==> config.mk <==
export PLATFORM = sky130hd
export DESIGN_NAME = decode_wide
export DESIGN_NICKNAME = d
export VERILOG_FILES = /design/src/rtl/decode_wide.sv
export SDC_FILE = /design/constraint.sdc
export NUM_CORES = 2
export LEC_CHECK = 0
export ABC_CLOCK_PERIOD_IN_PS = 20800
export BUFFER_PORTS_ARGS = -buffer_cell sky130_fd_sc_hd__buf_2
export CELL_PAD_IN_SITES_DETAIL_PLACEMENT = 1
export CELL_PAD_IN_SITES_GLOBAL_PLACEMENT = 1
export CORE_AREA = 2 2 394 396
export DETAILED_ROUTE_END_ITERATION = 10
export DIE_AREA = 0 0 396 398
export PLACE_DENSITY = 0.56
export SLEW_MARGIN = 0
export SYNTH_ARGS = -nofsm -noshare
export SYNTH_HDL_FRONTEND = slang
export SYNTH_SLANG_ARGS = --single-unit
==> constraint.sdc <==
create_clock -name clk -period 20.8 [get_ports clk]
set_clock_uncertainty 0.05 [all_clocks]
set_input_delay 3.12 -clock clk [delete_from_list [all_inputs] [get_ports clk]]
set_output_delay 3.12 -clock clk [all_outputs]
set_load 0.01 [all_outputs]
==> src/rtl/decode_wide.sv <==
// Multi-lane RV decode into an in-order circular uop queue feeding rename, with EBREAK fence and nuke flush.
// Push-to-pop latency 1 cycle; fetch is held via decode_ready_de0 (registered count only), rename pulls by credit count.
package decode_wide_pkg;

    typedef enum logic [2:0] {
        U_ILLEGAL,
        U_ADD,
        U_SUB,
        U_ADDI,
        U_LUI,
        U_ECALL,
        U_EBREAK
    } t_uop;

    typedef struct packed {
        logic valid;
    } t_nuke_pkt;

    typedef struct packed {
        logic [31:0] instr;
        logic [31:0] pc;
        logic [15:0] simid;
    } t_instr_pkt;

    typedef struct packed {
        t_uop        op;
        logic [4:0]  rd;
        logic [4:0]  rs1;
        logic [4:0]  rs2;
        logic [31:0] imm;
        logic [31:0] pc;
        logic [15:0] simid;
    } t_uinstr;

    function automatic t_uinstr f_decode_rv_instr(input logic [31:0] instr);
        t_uinstr u;
        u     = '0;
        u.op  = U_ILLEGAL;
        u.rd  = instr[11:7];
        u.rs1 = instr[19:15];
        u.rs2 = instr[24:20];
        case (instr[6:0])
            7'b0110011: begin
                if (instr[14:12] == 3'b000 && instr[31:25] == 7'b0000000) u.op = U_ADD;
                if (instr[14:12] == 3'b000 && instr[31:25] == 7'b0100000) u.op = U_SUB;
            end
            7'b0010011: begin
                if (instr[14:12] == 3'b000) begin
                    u.op  = U_ADDI;
                    u.imm = {{20{instr[31]}}, instr[31:20]};
                end
            end
            7'b0110111: begin
                u.op  = U_LUI;
                u.imm = {instr[31:12], 12'h000};
            end
            7'b1110011: begin
                if (instr == 32'h0000_0073) u.op = U_ECALL;
                if (instr == 32'h0010_0073) u.op = U_EBREAK;
            end
            default: ;
        endcase
        return u;
    endfunction

endpackage

module decode_wide
    import decode_wide_pkg::*;
#(
    parameter int NFE   = 2,
    parameter int NRN   = 2,
    parameter int DEPTH = 8
) (
    input  logic                           clk,
    input  logic                           reset,
    input  t_nuke_pkt                      nuke_rb1,
    input  logic [NFE-1:0]                 valid_fe1,
    input  t_instr_pkt [NFE-1:0]           instr_fe1,
    output logic                           decode_ready_de0,
    input  logic [$clog2(NRN+1)-1:0]       rename_cnt_rn0,
    output logic [NRN-1:0]                 valid_de1,
    output t_uinstr [NRN-1:0]              uinstr_de1,
    output logic [$clog2(DEPTH+1)-1:0]     occ_de1,
    output logic                           ebreak_blk_de1
);

    localparam int PW = $clog2(DEPTH);
    localparam int CW = $clog2(DEPTH+1);
    localparam logic [CW:0] NFE_C   = NFE[CW:0];
    localparam logic [CW:0] DEPTH_C = DEPTH[CW:0];

    t_uinstr         storage_q [DEPTH];
    logic [PW-1:0]   wr_ptr_q, wr_ptr_d;
    logic [PW-1:0]   rd_ptr_q, rd_ptr_d;
    logic [CW-1:0]   count_q, count_d;
    logic            ebreak_blk_q, ebreak_blk_d;

    t_uinstr         uop [NFE];
    logic [NFE-1:0]  push_lane;
    logic [CW-1:0]   n_push, n_pop, rcnt;
    logic            push_en, ebreak_push, blocked;

    assign decode_ready_de0 = ({1'b0, count_q} + NFE_C) <= DEPTH_C;
    assign push_en          = decode_ready_de0 & ~ebreak_blk_q & ~nuke_rb1.valid;

    always_comb begin
        for (int i = 0; i < NFE; i++) begin
            uop[i]       = f_decode_rv_instr(instr_fe1[i].instr);
            uop[i].pc    = instr_fe1[i].pc;
            uop[i].simid = instr_fe1[i].simid;
        end
    end

    // A valid EBREAK in an older lane suppresses every younger lane, pushed or not.
    always_comb begin
        push_lane   = '0;
        n_push      = '0;
        ebreak_push = 1'b0;
        blocked     = 1'b0;
        for (int i = 0; i < NFE; i++) begin
            push_lane[i] = push_en & valid_fe1[i] & ~blocked;
            if (push_lane[i]) begin
                n_push = n_push + CW'(1);
                if (uop[i].op == U_EBREAK) ebreak_push = 1'b1;
            end
            if (valid_fe1[i] && uop[i].op == U_EBREAK) blocked = 1'b1;
        end
    end

    always_comb begin
        rcnt = CW'(rename_cnt_rn0);
        if (nuke_rb1.valid) n_pop = '0;
        else                n_pop = (count_q < rcnt) ? count_q : rcnt;
        for (int k = 0; k < NRN; k++) begin
            valid_de1[k]  = CW'(k) < n_pop;
            uinstr_de1[k] = storage_q[rd_ptr_q + PW'(k)];
        end
    end

    always_comb begin
        count_d      = count_q + n_push - n_pop;
        wr_ptr_d     = wr_ptr_q + PW'(n_push);
        rd_ptr_d     = rd_ptr_q + PW'(n_pop);
        ebreak_blk_d = ebreak_blk_q | ebreak_push;
        if (nuke_rb1.valid) begin
            count_d      = '0;
            wr_ptr_d     = '0;
            rd_ptr_d     = '0;
            ebreak_blk_d = 1'b0;
        end
    end

    always_ff @(posedge clk or posedge reset) begin
        if (reset) begin
            count_q      <= '0;
            wr_ptr_q     <= '0;
            rd_ptr_q     <= '0;
            ebreak_blk_q <= 1'b0;
        end else begin
            count_q      <= count_d;
            wr_ptr_q     <= wr_ptr_d;
            rd_ptr_q     <= rd_ptr_d;
            ebreak_blk_q <= ebreak_blk_d;
        end
    end

    // Pushed lanes are contiguous from lane 0, so lane i lands at wr_ptr+i.
    always_ff @(posedge clk) begin
        for (int i = 0; i < NFE; i++) begin
            if (push_lane[i]) storage_q[wr_ptr_q + PW'(i)] <= uop[i];
        end
    end

    assign occ_de1        = count_q;
    assign ebreak_blk_de1 = ebreak_blk_q;

    always @(posedge clk) begin
        if (!reset) begin
            assert ({1'b0, count_q} <= DEPTH_C);
            assert (n_push == '0 || decode_ready_de0);
            assert ((valid_fe1 & (valid_fe1 + NFE'(1))) == '0);
            assert (int'(rename_cnt_rn0) <= NRN);
        end
    end

endmodule

==> results by group <==
Status
  • Result of the run: complete, no violations

Cells and area
  • Number of standard cells in the layout, taps in and fillers out: 5071
  • Share of cells above drive strength 1: 55.6%
  • Post-layout nets: 3117
  • Commonest cells after routing, fill and taps aside: edfxtp_1, mux2_2, mux4_2
  • Most common library cell in the layout ignoring fill and taps: edfxtp_1
  • Filler Cell Count: 15.5k
  • Area added between synthesis and finish: 15.4%

Critical path
  • R2R cell count: 8
  • Crit path capture type: primary output
  • Worst reg2reg path startpoint: occ_de1[1]
  • Setup CP Type: input port to primary output
  • Start point of the critical path: rename_cnt_rn0[1]
  • Setup slack of the most critical reg-to-reg path: 15.96 ns
  • Element type at the critical path start: input port
  • Critical R2R Capture: storage_q[1][46]
  • Crit path capture: valid_de1[0]
  • Data required, critical path: 17.63 ns
  • Largest driver fanout on the critical path: 5
  • Data arrival time of the worst path: 4.77 ns

Routing
  • Average wire per cell in the routed design: 31.9 um
  • Drc violations: 0
  • Antenna-violating nets left: 0
  • Iteration-0 DRC Markers: 1979
  • DR vias/cell: 5.53
  • Sum of routed wire length over all layers: 162 mm
  • Routed via count: 28.0k
  • First-pass iteration count of the detailed router: 5

Synthesis
  • Main synth FF type: edfxtp_1
  • Share of synthesized area occupied by flip-flops and latches: 51.9%
  • Post-Synthesis Cells: 2627
  • Cell taking the most area after synthesis: edfxtp_1
  • Synth Area per Inst: 17.5 um^2
  • Cells taking the most area after synthesis: edfxtp_1, mux4_2, mux2_2, mux2i_1, clkbuf_1
  • Number of synthesized flops with an enable pin: 784
  • Proportion of netlist area held by the largest area contributor: 51.3%
  • Number of distinct standard cells referenced by the synthesized netlist: 49
  • Yosys Warn Count: 0
  • Flip-flop and latch count after synthesis: 795
  • Fraction of registers with async set or reset after synthesis: 1.38%
  • Area of the mapped netlist: 45900 um^2
  • Post-Synthesis Net Count: 2811

Floorplan
  • Height of the die: 398 um
  • Effective utilization at floorplan: 29.9%
  • Die outline width: 396 um
  • I/O Pins: 371
  • Floorplan row count: 144
  • Placeable Area: 153000 um^2
  • Floorplan die area: 158000 um^2

Timing
  • Crit path time final: 7.94 ns
  • Max transition margin: 13.4%
  • Hold violation count in the final report: 0
  • Setup repair after global routing missed its margin: false
  • Worst hold slack: 0.473 ns
  • Transition time at the pin with the least slew margin: 1.30 ns
  • Number of endpoints failing setup at the final stage: 0
  • Setup TNS: 0 ns
  • Fin. max-slew vios: 0
  • Setup slack of the critical path after layout: 12.86 ns
  • Top achievable clock speed: 0.126 GHz
  • Post-route clock period utilization: 38.2%

Placement
  • Number of buffer cells added on primary ports: 370
  • Number of placed instances, taps included: 4878
  • HPWL after DPL: 98.0 mm
  • Worst setup slack before clock tree synthesis: 12.85 ns
  • Final RePlAce weighted congestion: 0.783

Pwr
  • LEAKAGE: 17.0 nW
  • Combinational cell fraction of total power: 42.1%
  • Fraction of power consumed by sequential logic: 32.6%
  • Worst VDD drop: 0.0648 mV
  • Power Density: 121 nW/um^2
  • Clock power frac: 25.3%
  • P_sw: 2.27 mW
  • Switching portion of total power: 35.6%
  • Cell Int Power: 4.11 mW

Min path
  • Worst hold-check path type: flip-flop to flip-flop

Clock tree
  • Clock tree buffer depth: 3
  • Number of sinks handled by clock tree synthesis: 795
  • CTS hold repair buffers: 0
  • Depth of the CTS H-tree: 3
  • Clock tree from TritonCTS: yes
  • Clock Latency Late Sink: 0.70 ns
  • Post CTS Setup Buffer Count: 0
  • Clock-pin slew of the registers on the worst-case setup and hold paths: 0.06 ns
  • Number of buffers created by CTS: 97
  • Clock root cell: clkbuf_16
  • Post_cts resized: 0

GRT
  • Global-route wire length before repair: 231 mm
  • Congestion Overflow GR: 0
  • Largest net degree at the start of global routing: 112
  • Via count of the first global-routing pass: 31.0k
  • Antenna violations before repair: 27
  • GRT Util Overall: 20.3%

Job
  • MaxCap Viol Count: 0
[flip-flops by register name, summed over array words and instances (netlist names)]
signal,count
wr_ptr_q,3
storage_q,784
occ_de1,4
ebreak_blk_de1,1
rd_ptr_q,3
[power by group through the flow]
stage	sequential, mW	clock [mW]	combinational (mW)
CTS	2.08	1.66	2.75
global placement	2.09	0	2.72
floorplan	2.06	0	1.71
global route	2.10	1.71	2.86
finish	2.08	1.62	2.69
detailed placement	2.11	0	2.74
[through the flow]
step | total power [mW] | util, % | area [um^2]
after global placement | 4.81 | 32.5 | 49900
after CTS | 6.49 | 34.5 | 52900
after detailed placement | 4.85 | 32.5 | 49900
final | 6.38 | 34.5 | 52900
after floorplan | 3.76 | - | 45900
after global routing | 6.66 | 34.5 | 52900
[synth_stat cells, types with 6 or more instances]
master      n
a21oi_1    44
buf_1      41
buf_2      55
buf_4      23
buf_6       8
clkbuf_1   98
dfrtp_1    11
edfxtp_1  784
ha_1       13
inv_1      17
mux2_2    700
mux2i_1   282
mux4_2    392
nand2_1    41
nand2b_1    6
nor2_1     15
nor2b_1     6
nor3_1      7
nor4_1     12
or4_1       9
[per-layer routing]
layer | GRT usage, % | part of all wire (%)
met5 | 0 | 0.074
met4 | 5.81 | 2.7
met3 | 3.53 | 5.7
met2 | 35.9 | 51
met1 | 25.3 | 40
[logic make-up (layout without fill, tap and decap cells)]
group           count (synthesis)  in the layout  synth area share [%]
compound gates                 64             64                 0.786
xor+xnor                        8              8                 0.153
fa+ha+maj                      17             17                 0.529
buf+inv                       242            629                  2.45
flops                         795            795                  51.9
mux                          1374           1374                  42.6
other cells                     0             13                     0
simple gates                  127            127                  1.54
[how the worst min path moves through the flow]
stage / start / end / slack [ns] / cells after the start
6_report: ebreak_blk_de1 / ebreak_blk_de1 / 0.47 / 2
5_1_grt: ebreak_blk_de1 / ebreak_blk_de1 / 0.54 / 2
4_1_cts: ebreak_blk_de1 / ebreak_blk_de1 / 0.49 / 2
3_5_place_dp: ebreak_blk_de1 / ebreak_blk_de1 / 0.47 / 2
3_3_place_gp: ebreak_blk_de1 / ebreak_blk_de1 / 0.46 / 2
2_1_floorplan: ebreak_blk_de1 / ebreak_blk_de1 / 0.49 / 2
[final cells by class]
cell class,instances,area [um^2],share of cell area (%)
Antenna cell,13,32.5,0.0615
Clock buffer,123,2590,4.89
Clock inverter,57,385,0.728
Inverter,17,63.8,0.121
Multi-Input combinational cell,1590,21100,39.9
Sequential cell,795,23800,45.0
Tap cell,2044,2560,4.83
Timing Repair Buffer,432,2350,4.45
[critical path, stage by stage]
cell      delay, ns
buf_2          0.09
inv_1          0.04
ha_1           0.18
nand2b_1       0.15
a21oi_1        0.37
mux2i_1        0.28
o22ai_1        0.12
or2_2          0.29
buf_2          0.14
Note: power is estimated with default switching activity, not from simulation.
